===== src/rtl/tetris_pkg.sv =====
// Shared Tetris definitions: piece ID type, piece count and the invalid-ID marker.
package tetris_pkg;

    localparam int unsigned NPIECES = 7;
    localparam int unsigned PW      = 3;
    localparam int unsigned BAG_W   = NPIECES * PW;

    typedef logic [PW-1:0] piece_t;

    localparam piece_t PIECE_INVALID = 3'd7;

endpackage


===== src/rtl/piece_bag.sv =====
// 7-bag tracker: records which tetromino IDs were dealt in the current bag and in what
// order, packed three bits per slot; done rises once every ID is present.
module piece_bag
    import tetris_pkg::*;
(
    input  logic             clk,
    input  logic             nreset,
    input  logic             newbag,
    input  logic             newpiece,
    input  piece_t           piece,
    output logic             done,
    output logic [BAG_W-1:0] bag
);

    logic [NPIECES-1:0] bagflags;
    logic [2:0]         r_cnt;

    logic               w_piece_valid;
    logic               w_is_dup;
    logic               w_has_room;
    logic               w_accept;
    logic [NPIECES:0]   w_flags_ext;
    logic [NPIECES-1:0] w_slot_en;
    logic [NPIECES-1:0] w_flags_next;
    logic [BAG_W-1:0]   w_bag_next;

    // ID 7 maps onto a permanently-set guard flag, so it always looks like a duplicate.
    assign w_flags_ext   = {1'b1, bagflags};
    assign w_piece_valid = (piece != PIECE_INVALID);
    assign w_is_dup      = w_flags_ext[piece];
    assign w_has_room    = (r_cnt != 3'(NPIECES));
    assign w_accept      = newpiece && w_piece_valid && !w_is_dup && w_has_room;

    always_comb begin
        w_slot_en = '0;
        for (int k = 0; k < NPIECES; k++) begin
            w_slot_en[k] = w_accept && (r_cnt == 3'(k));
        end
    end

    always_comb begin
        w_bag_next = bag;
        for (int k = 0; k < NPIECES; k++) begin
            if (w_slot_en[k]) begin
                w_bag_next[k*PW +: PW] = piece;
            end
        end
    end

    assign w_flags_next = bagflags | (7'(1) << piece);

    // newbag outranks insertion; rejected offers leave every register untouched.
    always_ff @(posedge clk or posedge nreset) begin
        if (nreset) begin
            bagflags <= '0;
            bag      <= '0;
            r_cnt    <= '0;
        end else if (newbag) begin
            bagflags <= '0;
            bag      <= '0;
            r_cnt    <= '0;
        end else if (w_accept) begin
            bagflags <= w_flags_next;
            bag      <= w_bag_next;
            r_cnt    <= r_cnt + 3'd1;
        end
    end

    assign done = &bagflags;

endmodule


===== config.mk =====
export PLATFORM = sky130hd
export DESIGN_NAME = piece_bag
export DESIGN_NICKNAME = d
export VERILOG_FILES = /design/src/rtl/tetris_pkg.sv /design/src/rtl/piece_bag.sv
export SDC_FILE = /design/constraint.sdc
export NUM_CORES = 1
export LEC_CHECK = 0
export CAP_MARGIN = 40
export CORE_MARGIN = 5
export CORE_UTILIZATION = 32
export CTS_BUF_LIST = sky130_fd_sc_hd__clkbuf_16
export DETAILED_ROUTE_END_ITERATION = 12
export DONT_BUFFER_PORTS = 1
export MAX_ROUTING_LAYER = met4
export PLACE_DENSITY = 0.43
export SYNTH_ARGS = -nofsm -noshare
export SYNTH_HDL_FRONTEND = slang
export SYNTH_SLANG_ARGS = --single-unit

===== constraint.sdc =====
create_clock -name clk -period 3.86 [get_ports clk]
set_clock_uncertainty 0.05 [all_clocks]
set_input_delay 0.965 -clock clk [delete_from_list [all_inputs] [get_ports clk]]
set_output_delay 0.965 -clock clk [all_outputs]
set_load 0.02 [all_outputs]

# Word level (Yosys, flattened, before mapping)
# Index checks and enable logic that the tools add are counted.
op_classes:
  add_sub_neg: 1
  magnitude_cmp: 1
  n_eq_ne: 8
  n_shift: 1
  mux: 15
  bitwise: 1
  n_reduce_logical: 28
ops:
  columns: ["operator", "count"]
  rows:
  - ["two-way mux 21 bit", 2]
  - ["two-way mux 3 bit", 9]
  - ["nonzero test 2 bit", 8]
  - ["two-way mux 7 bit", 2]
  - ["AND reduction 2 bit", 7]
  - ["logical AND 1 bit", 10]
  - ["equality test 3 bit (second input constant)", 3]
  - ["bitwise OR 7 bit", 1]
  - ["AND reduction 7 bit", 1]
  - ["<< shifter 1 x 3 -> 7 bit (first input constant)", 1]
  - ["equality test 3 x 2 -> 1 bit (second input constant)", 2]
  - ["inequality test 3 bit (second input constant)", 2]
  - ["< comparator 3 x 4 -> 1 bit (second input constant)", 1]
  - ["adder 3 x 1 -> 3 bit (second input constant)", 1]
  - ["binary-select mux 1 bit (select 3 bit)", 1]
  - ["equality test 3 x 1 -> 1 bit (second input constant)", 1]
  - ["zero test 3 bit", 1]
  - ["zero test 1 bit", 1]
  - ["two-way mux 1 bit", 1]
totals:
  register_bits: 31
  out_inout_bits: 22
  wordCells: 64

# Logic depth before layout (Yosys ltp)
depth:
  depth_word: 9
  mapped_depth: 7

# Worst setup path after synthesis
# OpenSTA, ideal clock, no wires.
synth_timing:
  path_type: "input to register"
  start: "input port piece[0]"
  end: "register r_cnt[0]"
  setup_ns: 0.125
  t_arrival_ns: 2.195
  required_ns: 3.685
  setup_slack_ns: 1.490
  path_stages: 6
  n_path_buf: 2
  path_cell_list: "buf_6 -> and2b_1 -> a32oi_2 -> and3_1 -> buf_6 -> mux2_4"
synth_via:
  elab_chain_cells: 6
  elab_cells_between_ends: 8
  classes_between: "eq/ne: 1; mux: 2; reduce/logical: 5"
synth_lines:
  columns: ["element", "line_no", "source"]
  rows:
  - ["from (decl)", "piece_bag.sv:10", "input piece_t piece,"]
  - ["binary-select mux 1 bit (select 3 bit)", "piece_bag.sv:30", "assign w_is_dup = w_flags_ext[piece];"]
  - ["two-way mux 1 bit (implied by the code)", "piece_bag.sv:30", null]
  - ["zero test 1 bit", "piece_bag.sv:32", "assign w_accept = newpiece && w_piece_valid && !w_is_dup && w_has_room;"]
  - ["logical AND 1 bit (*) (2 in a row)", "piece_bag.sv:32", null]
  - ["nonzero test 2 bit (no source line) (*)", null, null]
  - ["to (signal assigned)", "piece_bag.sv:65", "r_cnt <= r_cnt + 3'd1;"]
  - ["to (decl)", "piece_bag.sv:16", "logic [2:0] r_cnt;"]
# Mark *: on every way between the ends. The rest lies on a longest branch, timed or not. The select of a mux whose other input is x is not followed.
# A chain may end at the register's enable or synchronous reset.

# Worst setup path in the final report
layout_timing:
  start: "register r_cnt[0]"
  end: "register r_cnt[0]"
layout_via:
  elab_chain_cells: 3
  elab_cells_between_ends: 6
  classes_between: "add/sub: 1; eq/ne: 1; mux: 2; reduce/logical: 2"
layout_lines:
  columns: ["element", "line_no"]
  rows:
  - ["adder 3 x 1 -> 3 bit / inequality test 3 bit (equally long branches)", "piece_bag.sv:65, piece_bag.sv:31"]
  - ["two-way mux 3 bit / logical AND 1 bit (equally long branches)", "piece_bag.sv:62, piece_bag.sv:32"]
  - ["two-way mux 3 bit / nonzero test 2 bit (equally long branches)", null]
# Several ways; a longest one is shown, not always the timed one. The select of a mux whose other input is x is not followed.

==> results.cfg <==
[outcome]
outcome = complete, no violations

[setup_path]
required_ns = 3.96
critPathLaunch = r_cnt[0]
end_kind = register
path_max_fanout = 7
arrival_ns = 2.29
crit_type = register to register
startpoint_type = register
r2r_start = r_cnt[0]

[sta]
finalHoldViolCount = 0
fmax_mhz = 458
whs_ns = 0.481
finalCritPeriodShare = 0.566
final-max-slew-violation-count = 0
fin_setup_tns_ns = 0
finalWorstSetupSlack_ns = 1.68
maxSlewHeadroom = 0.679
setup_viol = 0
tightest_slew_ns = 0.481
post-route-min-period_ns = 2.18
grt_setup_unrepaired = false

[layout]
post-route-util = 0.368
drive_gt1_frac = 0.0676
design_area_um2 = 1740
syn_to_final_growth_pct = 10.9
diodes = 0
nets = 160
instances_no_fill = 215
fill_cells = 481

[cts]
cts_root_buf = clkbuf_16
ctsHoldBuffers = 0
cts.clk_slew.worst_paths_ns = 0.05
cts_sinks = 31
post_cts_buffers = 0
numCtsBuffers = 5
htreeDepth = 2
cts-resized-gates = 0
cts_tree = built
insertion_delay_ns = 0.27
clockBufferDepth = 2

[yosys]
synth_top_cell_area_share = 0.495
avgSynthCellArea_um2 = 10.6
synth_top_area_cell = dfrtp_1
synth_cells = 148
syn_area_um2 = 1570
synth_edf_count = 0
synth_warnings = 0
synth_top_cells_by_count = dfrtp_1 (31), nand2_1 (27), mux2i_1 (22)
ys_seq_area_frac = 0.495
synth-seq-cells = 31
synth_cell_types = 31
synth_area_leaders = dfrtp_1 (50%), mux2i_1 (14%), nand2_1 (6.5%)
ys.flop_type = dfrtp_1
yosysMostFrequentCell = dfrtp_1
synthArstFlopShare = 1.00
syn_nets = 161

[floorplanning]
fp.dieW_um = 80.0
io-pin-count = 29
dieArea_um2 = 6390
die_h_um = 80.0
rows = 25
start_util = 0.332
core_um2 = 4720

[route]
drcViolationCount = 0
wl_per_cell_um = 16.0
routed_wl_um = 3430
route.met2.wl_um = 1570
drt_pre_antenna_iters = 4
wl_met1_um = 1620
wl_met3_um = 221
ant_nets = 0
top_layer = met4
drt-vias-per-instance = 4.99
num_vias = 1072
drt_first_iter_violations = 19

[global_route]
antenna_found_initial = 0
grt_max_degree = 32
gr-total-overflow = 0
track_usage = 0.119
grt_pass1_wl_um = 5530
grt_pass1_vias = 1040

[power_and_ir_drop]
irDropWorstVdd_uv = 209
p_int_mw = 0.593
swShare = 0.238
switchingPower_mw = 0.186
clkPwrFrac = 0.459
finalPower_mw = 0.779
power_density_nw_per_um2 = 448
p_leak_nw = 0.885
p_comb_frac = 0.084
power_frac_seq = 0.457

[placement]
dp_slack_ns = 1.40
hpwl_um = 2470
io_buffers = 0
place_area_um2 = 1600
dp_cells = 207
gp_congestion = 0.832

[hold_path]
hold_path_class = register to register
min-delay-start = bagflags[1]

[job]
cap_viol_max_count = 0
==> critical path, cell delays in order, from the launching register on <==
cell and delay (ns):
dfrtp_1 0.40, ha_1 0.24, ha_1 0.17, nand2b_1 0.24
nor2_2 0.27, and3_1 0.37, mux2_4 0.32
==> sequential cells by signal, indices dropped and copies added (netlist names) <==
name      cells
bag          21
bagflags      7
r_cnt         3
==> worst paths after layout <==
check	endpoint	slack (ns)	cells after the start
worst max-delay path	r_cnt[0]	1.68	6
worst min-delay path	bagflags[1]	0.48	1
worst max register to register	r_cnt[0]	1.68	6
worst min register to register	bagflags[1]	0.48	1
max in group asynchronous	bag[7]	2.84	2
min in group asynchronous	bagflags[3]	0.62	2
==> power groups by stage <==
| stage | logic [mW] | registers, mW | clock network [mW] |
|---|---|---|---|
| 2_1_floorplan | 0.0609 | 0.357 | 0 |
| 3_3_place_gp | 0.0658 | 0.361 | 0 |
| 3_5_place_dp | 0.0660 | 0.361 | 0 |
| 4_1_cts | 0.0664 | 0.356 | 0.366 |
| 5_1_grt | 0.0744 | 0.357 | 0.384 |
| 6_report | 0.0651 | 0.356 | 0.358 |
==> logic make-up after synthesis <==
kind of cell,share of synthesized area
buffers and inverters,0.0487
AND/OR/NAND/NOR,0.185
multiplexers,0.150
AO/OA/AOI/OAI,0.0735
adder cells (fa/ha/maj),0.0479
flip-flops,0.495
==> placed cells by master (no fill, tap or decap) <==
cell type  count
clkbuf_16      5
a211oi_1       1
nor3_1         3
a22o_1         1
dfrtp_1       31
nor4b_1        3
inv_2          1
clkinv_1       2
and4b_1        1
a32o_1         3
ha_1           6
nand4_1        3
o32a_1         1
nand2_1       27
mux2_4         1
nand3_1        7
and3_1         1
nor2_1         8
a32oi_2        1
nor3b_1        1
a31oi_1        4
inv_1          5
and2b_1        1
buf_4          1
mux2i_1       22
o31ai_1        1
a21oi_1        1
nor2_2         1
o21ai_0        1
nor2b_1        3
nand2b_1       1
==> per-layer routing <==
metal,vias up,GRT usage
li1,513,-
met1,529,0.157
met2,26,0.166
met3,4,0.0474
met4,0,0.0405
met5,-,-
==> cell type report <==
| type | instances | area (um^2) | area share |
|---|---|---|---|
| Multi-Input combinational cell | 103 | 714 | 0.411 |
| Clock buffer | 5 | 125 | 0.0720 |
| Clock inverter | 3 | 11.3 | 0.00648 |
| Timing Repair Buffer | 1 | 7.51 | 0.00432 |
| Inverter | 5 | 18.8 | 0.0108 |
| Tap cell | 67 | 83.8 | 0.0483 |
| Sequential cell | 31 | 776 | 0.447 |
Power figures use the tool's default switching activity.
